`config.mk`:
```
export PLATFORM = sky130hd
export DESIGN_NAME = q_event_scheduler_flat
export DESIGN_NICKNAME = d
export VERILOG_FILES = /design/src/rtl/q_event_scheduler_if.sv /design/src/rtl/q_event_scheduler.sv /design/src/flat_wrapper.sv
export SDC_FILE = /design/constraint.sdc
export NUM_CORES = 1
export LEC_CHECK = 0
export ABC_AREA = 1
export CORE_MARGIN = 5
export CORE_UTILIZATION = 38
export CTS_CLUSTER_SIZE = 8
export DETAILED_ROUTE_END_ITERATION = 10
export PLACE_DENSITY = 0.66
export SYNTH_ARGS = -nofsm -noshare
export SYNTH_HDL_FRONTEND = slang
export SYNTH_SLANG_ARGS = --single-unit
```
`constraint.sdc`:
```
create_clock -name clk -period 4.2 [get_ports clk]
set_input_delay 0.42 -clock clk [delete_from_list [all_inputs] [get_ports clk]]
set_output_delay 0.42 -clock clk [all_outputs]
set_load 0.02 [all_outputs]
```
`src/rtl/q_event_scheduler_if.sv`:
```
// Purpose: decoder -> scheduler -> issue-stage bus for q_event_scheduler.
// Latency: n/a (wires only).
// Backpressure: in_valid/in_ready on the input side; out_valid is a strobe with no ready.
//
// Ports (signals):
//   in_valid, in_ready, in_timing, in_opcode1/2, in_addr1/2   decoded op entering the queue
//   out_valid, out_opcode1/2, out_addr1/2, out_timing         issued op leaving the scheduler
// Modports: master = decoder/issue side (drives in_*), slave = scheduler (drives out_*, in_ready).
interface q_event_scheduler_if #(
  parameter int TW = 20
);
  logic          in_valid;
  logic          in_ready;
  logic [TW-1:0] in_timing;
  logic [6:0]    in_opcode1;
  logic [6:0]    in_opcode2;
  logic [4:0]    in_addr1;
  logic [4:0]    in_addr2;

  logic          out_valid;
  logic [6:0]    out_opcode1;
  logic [6:0]    out_opcode2;
  logic [4:0]    out_addr1;
  logic [4:0]    out_addr2;
  logic [TW-1:0] out_timing;

  modport master (
    output in_valid, in_timing, in_opcode1, in_opcode2, in_addr1, in_addr2,
    input  in_ready,
    input  out_valid, out_opcode1, out_opcode2, out_addr1, out_addr2, out_timing
  );

  modport slave (
    input  in_valid, in_timing, in_opcode1, in_opcode2, in_addr1, in_addr2,
    output in_ready,
    output out_valid, out_opcode1, out_opcode2, out_addr1, out_addr2, out_timing
  );
endinterface

```
`src/rtl/q_event_scheduler.sv`:
```
// Purpose: in-order timing-point queue; releases each op when t_cnt reaches its timing point, flags late ops.
// Latency: op popped in cycle N (slack taken from t_cnt in N) -> out_valid in N+1; a push is poppable next cycle at earliest.
// Backpressure: in_ready = !full (independent of a same-cycle pop); out_valid is a one-cycle strobe, no backpressure.
//
// Ports: clk, rst_n (async active-low); run (advance timer / allow issue); flush (drop queue, clear t_cnt, late_err);
//        bus (q_event_scheduler_if.slave: in_* op input, out_* issued op); t_cnt (timestamp to decoder);
//        late_err (sticky late flag); level (entries held).
// Optional feature: define Q_LATE_DROP_EN to discard late ops instead of issuing them (late_err is set either way).
module q_event_scheduler #(
  parameter int DEPTH    = 16,
  parameter int SLIP_MAX = 3,
  parameter int TW       = 20
) (
  input  logic                   clk,
  input  logic                   rst_n,
  input  logic                   run,
  input  logic                   flush,
  q_event_scheduler_if.slave     bus,
  output logic [TW-1:0]          t_cnt,
  output logic                   late_err,
  output logic [$clog2(DEPTH):0] level
);
  localparam int AW = $clog2(DEPTH);

  typedef struct packed {
    logic [TW-1:0] timing;
    logic [6:0]    opcode1;
    logic [6:0]    opcode2;
    logic [4:0]    addr1;
    logic [4:0]    addr2;
  } op_t;

  typedef enum logic [1:0] {IDLE, EMPTY, WAIT, FIRE} state_t;

  state_t        state, state_nxt;
  op_t           mem [DEPTH];
  logic [AW-1:0] wr_ptr, rd_ptr;
  op_t           head;
  logic [TW-1:0] slack;
  logic          due, late, push, pop, issue;
  logic [AW:0]   level_nxt;

  assign head         = mem[rd_ptr];
  // Modular slack: top bit set means the head's timing point is still ahead of t_cnt.
  assign slack        = t_cnt - head.timing;
  assign due          = ~slack[TW-1];
  assign late         = due && (slack > TW'(SLIP_MAX));
  assign bus.in_ready = (level != (AW+1)'(DEPTH));

  assign push = bus.in_valid && bus.in_ready && !flush;
  // IDLE covers the first run cycle after a stop, so no pop happens there.
  assign pop  = run && !flush && (state == WAIT || state == FIRE) && (level != '0) && due;

`ifdef Q_LATE_DROP_EN
  assign issue = pop && !late;
`else
  assign issue = pop;
`endif

  assign level_nxt = level + (AW+1)'(push) - (AW+1)'(pop);

  always_comb begin
    state_nxt = state;
    if (flush) begin
      state_nxt = run ? EMPTY : IDLE;
    end else if (!run) begin
      state_nxt = IDLE;
    end else if (level_nxt == '0) begin
      state_nxt = EMPTY;
    end else if (pop) begin
      state_nxt = FIRE;
    end else begin
      state_nxt = WAIT;
    end
  end

  always_ff @(posedge clk or negedge rst_n) begin
    if (!rst_n) begin
      state           <= IDLE;
      t_cnt           <= '0;
      late_err        <= 1'b0;
      level           <= '0;
      wr_ptr          <= '0;
      rd_ptr          <= '0;
      bus.out_valid   <= 1'b0;
      bus.out_opcode1 <= '0;
      bus.out_opcode2 <= '0;
      bus.out_addr1   <= '0;
      bus.out_addr2   <= '0;
      bus.out_timing  <= '0;
    end else begin
      state <= state_nxt;
      if (flush) begin
        t_cnt         <= '0;
        late_err      <= 1'b0;
        level         <= '0;
        wr_ptr        <= '0;
        rd_ptr        <= '0;
        bus.out_valid <= 1'b0;
      end else begin
        if (run) t_cnt <= t_cnt + 1'b1;
        level <= level_nxt;
        if (push) wr_ptr <= wr_ptr + 1'b1;
        if (pop) begin
          rd_ptr <= rd_ptr + 1'b1;
          if (late) late_err <= 1'b1;
        end
        bus.out_valid <= issue;
        if (issue) begin
          bus.out_opcode1 <= head.opcode1;
          bus.out_opcode2 <= head.opcode2;
          bus.out_addr1   <= head.addr1;
          bus.out_addr2   <= head.addr2;
          bus.out_timing  <= head.timing;
        end
      end
    end
  end

  // Queue storage needs no reset: entries are only read once level says they are valid.
  always_ff @(posedge clk) begin
    if (push) begin
      mem[wr_ptr] <= '{timing:  bus.in_timing,
                       opcode1: bus.in_opcode1,
                       opcode2: bus.in_opcode2,
                       addr1:   bus.in_addr1,
                       addr2:   bus.in_addr2};
    end
  end
endmodule

```
`src/flat_wrapper.sv`:
```
// flat-port wrapper written by rule: the top's interface ports become plain ports
module q_event_scheduler_flat 
#(
  parameter int DEPTH    = 16,
  parameter int SLIP_MAX = 3,
  parameter int TW       = 20
)
  (clk, rst_n, run, flush, t_cnt, late_err, level, bus_in_valid, bus_in_timing, bus_in_opcode1, bus_in_opcode2, bus_in_addr1, bus_in_addr2, bus_in_ready, bus_out_valid, bus_out_opcode1, bus_out_opcode2, bus_out_addr1, bus_out_addr2, bus_out_timing);
  q_event_scheduler_if #(.TW(TW)) bus_i ();
  input  logic clk;
  input  logic rst_n;
  input  logic run;
  input  logic flush;
  output logic [TW-1:0] t_cnt;
  output logic late_err;
  output logic [$clog2(DEPTH):0] level;
  input wire logic [$bits(bus_i.in_valid)-1:0] bus_in_valid;
  input wire logic [$bits(bus_i.in_timing)-1:0] bus_in_timing;
  input wire logic [$bits(bus_i.in_opcode1)-1:0] bus_in_opcode1;
  input wire logic [$bits(bus_i.in_opcode2)-1:0] bus_in_opcode2;
  input wire logic [$bits(bus_i.in_addr1)-1:0] bus_in_addr1;
  input wire logic [$bits(bus_i.in_addr2)-1:0] bus_in_addr2;
  output wire logic [$bits(bus_i.in_ready)-1:0] bus_in_ready;
  output wire logic [$bits(bus_i.out_valid)-1:0] bus_out_valid;
  output wire logic [$bits(bus_i.out_opcode1)-1:0] bus_out_opcode1;
  output wire logic [$bits(bus_i.out_opcode2)-1:0] bus_out_opcode2;
  output wire logic [$bits(bus_i.out_addr1)-1:0] bus_out_addr1;
  output wire logic [$bits(bus_i.out_addr2)-1:0] bus_out_addr2;
  output wire logic [$bits(bus_i.out_timing)-1:0] bus_out_timing;
  assign bus_i.in_valid = bus_in_valid;
  assign bus_i.in_timing = bus_in_timing;
  assign bus_i.in_opcode1 = bus_in_opcode1;
  assign bus_i.in_opcode2 = bus_in_opcode2;
  assign bus_i.in_addr1 = bus_in_addr1;
  assign bus_i.in_addr2 = bus_in_addr2;
  assign bus_in_ready = bus_i.in_ready;
  assign bus_out_valid = bus_i.out_valid;
  assign bus_out_opcode1 = bus_i.out_opcode1;
  assign bus_out_opcode2 = bus_i.out_opcode2;
  assign bus_out_addr1 = bus_i.out_addr1;
  assign bus_out_addr2 = bus_i.out_addr2;
  assign bus_out_timing = bus_i.out_timing;
  q_event_scheduler #(.DEPTH(DEPTH), .SLIP_MAX(SLIP_MAX), .TW(TW)) u_core (.clk(clk), .rst_n(rst_n), .run(run), .flush(flush), .bus(bus_i), .t_cnt(t_cnt), .late_err(late_err), .level(level));
endmodule
```
==> impl_metrics.env <==
export IMPL_cts_tree="built"
export IMPL_cap_violations=0
export IMPL_synth_area_leader_cell="edfxtp_1"
export IMPL_antenna_found_initial=16
export IMPL_htreeDepth=3
export IMPL_synth_compound_area_share=0.1194
export IMPL_min_path_type="input pin to asynchronous set/reset pin"
export IMPL_rsz0062_at_grt="true"
export IMPL_synth_top_family_by_area="compound AO/OA/AOI/OAI gates"
export IMPL_path_max_fanout=15
export IMPL_grt_usage=0.1903
export IMPL_grt_overflow=0
export IMPL_cp_slowest_cell="dfrtp_4"
export IMPL_end_kind="flip-flop"
export IMPL_p_per_area_mw_per_mm2=489.1
export IMPL_clock_path_buffers=3
export IMPL_postSynthCellCount=2603
export IMPL_dr_first_iter_drc_count=2429
export IMPL_postSynthNetCount=2684
export IMPL_ys_top_cells_by_area="edfxtp_1 (66%), dfrtp_1 (6.2%), o21ai_0 (5.7%)"
export IMPL_grt_pass1_vias=21410
export IMPL_wl_per_cell_um=22.27
export IMPL_die_x_um=300.7
export IMPL_dr_pass1_iters=6
export IMPL_final_antenna_net_count=0
export IMPL_fin_skew_ns=0.02211
export IMPL_clk_latency_ns=0.64
export IMPL_r2r_end="u_core.state[1]"
export IMPL_dp_slack_ns=-0.1937
export IMPL_cp_slowest_stage_delay_ns=0.50
export IMPL_peakVddDrop_v=0.0003058
export IMPL_io_pins=121
export IMPL_nets=2958
export IMPL_regToRegStartpoint="u_core.rd_ptr[0]"
export IMPL_vias_per_cell=5.471
export IMPL_clockRootBuffer="clkbuf_16"
export IMPL_hold_violations=0
export IMPL_finish_utilization=0.4798
export IMPL_clk_pin_slew_ns=0.05
export IMPL_remaining_drc_errors=0
export IMPL_place_inst=3854
export IMPL_die_h_um=300.7
export IMPL_muxShareOfSynthArea=0
export IMPL_tightestPinTransition_ns=1.050
export IMPL_grt_max_degree=105
export IMPL_power_leakage_nw=14.18
export IMPL_synthXorXnorAreaFrac=0.001909
export IMPL_ff2ff_path_depth=28
export IMPL_clock_fmax_mhz=236.8
export IMPL_slew_violations=0
export IMPL_row_count=106
export IMPL_die_area_mm2=0.09044
export IMPL_worst_slack_ns=-0.02358
export IMPL_place_congestion=0.8622
export IMPL_cts_sinks=784
export IMPL_synth_seq_area_share=0.7205
export IMPL_final_common_cell="edfxtp_1"
export IMPL_ys_types=40
export IMPL_final_setup_tns_ns=-0.02358
export IMPL_syn2layout_area_growth_pct=25.00
export IMPL_avgSynthCellArea_um2=12.34
export IMPL_cpMostUsedCell="nand2_2"
export IMPL_r2r_slack_ns=-0.02
export IMPL_stdcell_area_mm2=0.04015
export IMPL_synth_fa_ha_area_frac=0.01293
export IMPL_drt_wl_total_mm=91.38
export IMPL_violations="setup timing"
export IMPL_final_cell_mix="edfxtp_1 (704), nor2_1 (393), o21ai_0 (327), nand2_1 (290), buf_4 (133)"
export IMPL_holdWs_ns=0.4432
export IMPL_setup_violations=1
export IMPL_fin_total_pwr_mw=19.64
export IMPL_layout_drive_gt1_share=0.1511
export IMPL_critPathLaunchType="flip-flop"
export IMPL_port_buffers=120
export IMPL_status="finished with violations"
export IMPL_initial_core_util=0.3838
export IMPL_synth_simple_gate_area_share=0.1086
export IMPL_timing_final_crit_share=1.006
export IMPL_netlist_area_leader_share=0.6581
export IMPL_dp_hpwl_mm=46.84
export IMPL_grt_pass1_wl_mm=131.5
export IMPL_worstPathArrival_ns=4.75
export IMPL_synth_area_mm2=0.03212
export IMPL_cts_buffers=107
export IMPL_placed_cell_area_mm2=0.03565
export IMPL_setup_worst_path_class="flip-flop to flip-flop"
export IMPL_ys_warn_count=0
export IMPL_synth_seq_cells=784
export IMPL_fin_crit_ns=4.224
export IMPL_vias=22450
export IMPL_max_slew_margin=0.3000
export IMPL_crit_required_ns=4.73
export IMPL_layout_cells_non_filler=4104
export IMPL_fillers=7093
export IMPL_core_area_mm2=0.08369
## worst max path at each step
stage | start | end | cells after the start
CTS | u_core.rd_ptr[0] | u_core.bus.out_opcode1[1] | 22
floorplan | u_core.level[2] | u_core.mem[1][0] | 7
finish | u_core.rd_ptr[0] | u_core.state[1] | 28
detailed placement | u_core.rd_ptr[0] | u_core.state[1] | 27
global placement | u_core.rd_ptr[0] | u_core.state[1] | 27
global route | u_core.rd_ptr[0] | u_core.state[1] | 28
## sequential cells by signal, summed over array words and instances (netlist names)
register and count:
u_core.bus.out_opcode1 7, u_core.bus.out_valid 1, u_core.bus.out_opcode2 7, u_core.level 5, u_core.state 1, u_core.mem 704
u_core.bus.out_timing 20, u_core.late_err 1, u_core.t_cnt 20, u_core.wr_ptr 4, u_core.bus.out_addr1 5, u_core.rd_ptr 4
u_core.bus.out_addr2 5
## routing by layer
layer	vias to the layer above	routed length, um	track usage
met5	-	39	0
met4	6	2742	0.07993
met3	186	8445	0.04095
met2	1101	43290	0.3035
met1	11050	36860	0.2545
li1	10110	-	-
## Yosys cell counts
| cell | n |
|---|---|
| a211oi_1 | 1 |
| a21o_1 | 2 |
| a21oi_1 | 28 |
| a22o_1 | 1 |
| a31oi_1 | 2 |
| and2_1 | 2 |
| buf_1 | 6 |
| buf_2 | 31 |
| buf_4 | 7 |
| buf_6 | 9 |
| clkbuf_1 | 104 |
| clkbuf_2 | 1 |
| clkinv_1 | 2 |
| dfrtp_1 | 80 |
| edfxtp_1 | 704 |
| fa_1 | 2 |
| ha_1 | 30 |
| inv_1 | 115 |
| inv_2 | 2 |
| inv_4 | 1 |
| nand2_1 | 316 |
| nand2_2 | 1 |
| nand3_1 | 89 |
| nand3_2 | 2 |
| nand3b_1 | 7 |
| nand4_1 | 11 |
| nor2_1 | 405 |
| nor3_1 | 26 |
| nor3_2 | 2 |
| nor4_1 | 4 |
| o2111ai_1 | 2 |
| o211ai_1 | 44 |
| o211ai_2 | 1 |
| o21ai_0 | 363 |
| o21ai_1 | 22 |
| o21bai_1 | 3 |
| o221ai_1 | 116 |
| o22ai_1 | 52 |
| xnor2_1 | 3 |
| xor2_1 | 4 |
## cell families (layout without fill, tap and decap cells)
logic type | Yosys count | in the layout
AOI/OAI and AO/OA | 637 | 637
xor gates and xnor gates | 7 | 7
adders and majority gates | 32 | 32
buffers and inverters | 278 | 633
DFF | 784 | 784
other | 0 | 12
and+or+nand+nor | 865 | 865
## area by class of cell
type | instances | area, um2 | share of cell area
Inverter | 120 | 486.7 | 0.01212
Clock buffer | 186 | 3038 | 0.07566
Sequential cell | 784 | 23150 | 0.5767
Antenna cell | 12 | 30.03 | 0.0007479
Multi-Input combinational cell | 1541 | 8329 | 0.2074
Timing Repair Buffer | 321 | 3612 | 0.08997
Tap cell | 1134 | 1419 | 0.03534
Timing Repair inverter | 2 | 27.53 | 0.0006856
Clock inverter | 4 | 53.80 | 0.001340
## timing repair
item	4_1_cts	5_1_grt
gates cloned	5	16
endpoints found under the hold margin	45	0
pin swaps	2	69
setup buffers	5	22
setup endpoints to repair	6	41
hold buffers	1	0
gates resized for setup	18	173
## power by group
| group | internal (mW) | switching, mW | leakage [nW] |
|---|---|---|---|
| Combinational | 1.13 | 1.54 | 5.30 |
| Sequential | 8.86 | 0.172 | 7.40 |
| Clock | 4.83 | 3.11 | 1.47 |
| Total | 14.8 | 4.82 | 14.2 |
## worst max-delay path, delay by kind of cell, from the launching register on
family	cells	cell delay [ns]
DFF	1	0.50
xor gates and xnor gates	1	0.20
and+or+nand+nor	13	1.35
adders and majority gates	3	0.67
buffers and inverters	7	0.74
AOI/OAI and AO/OA	4	0.65
Power figures use the tool's default switching activity.
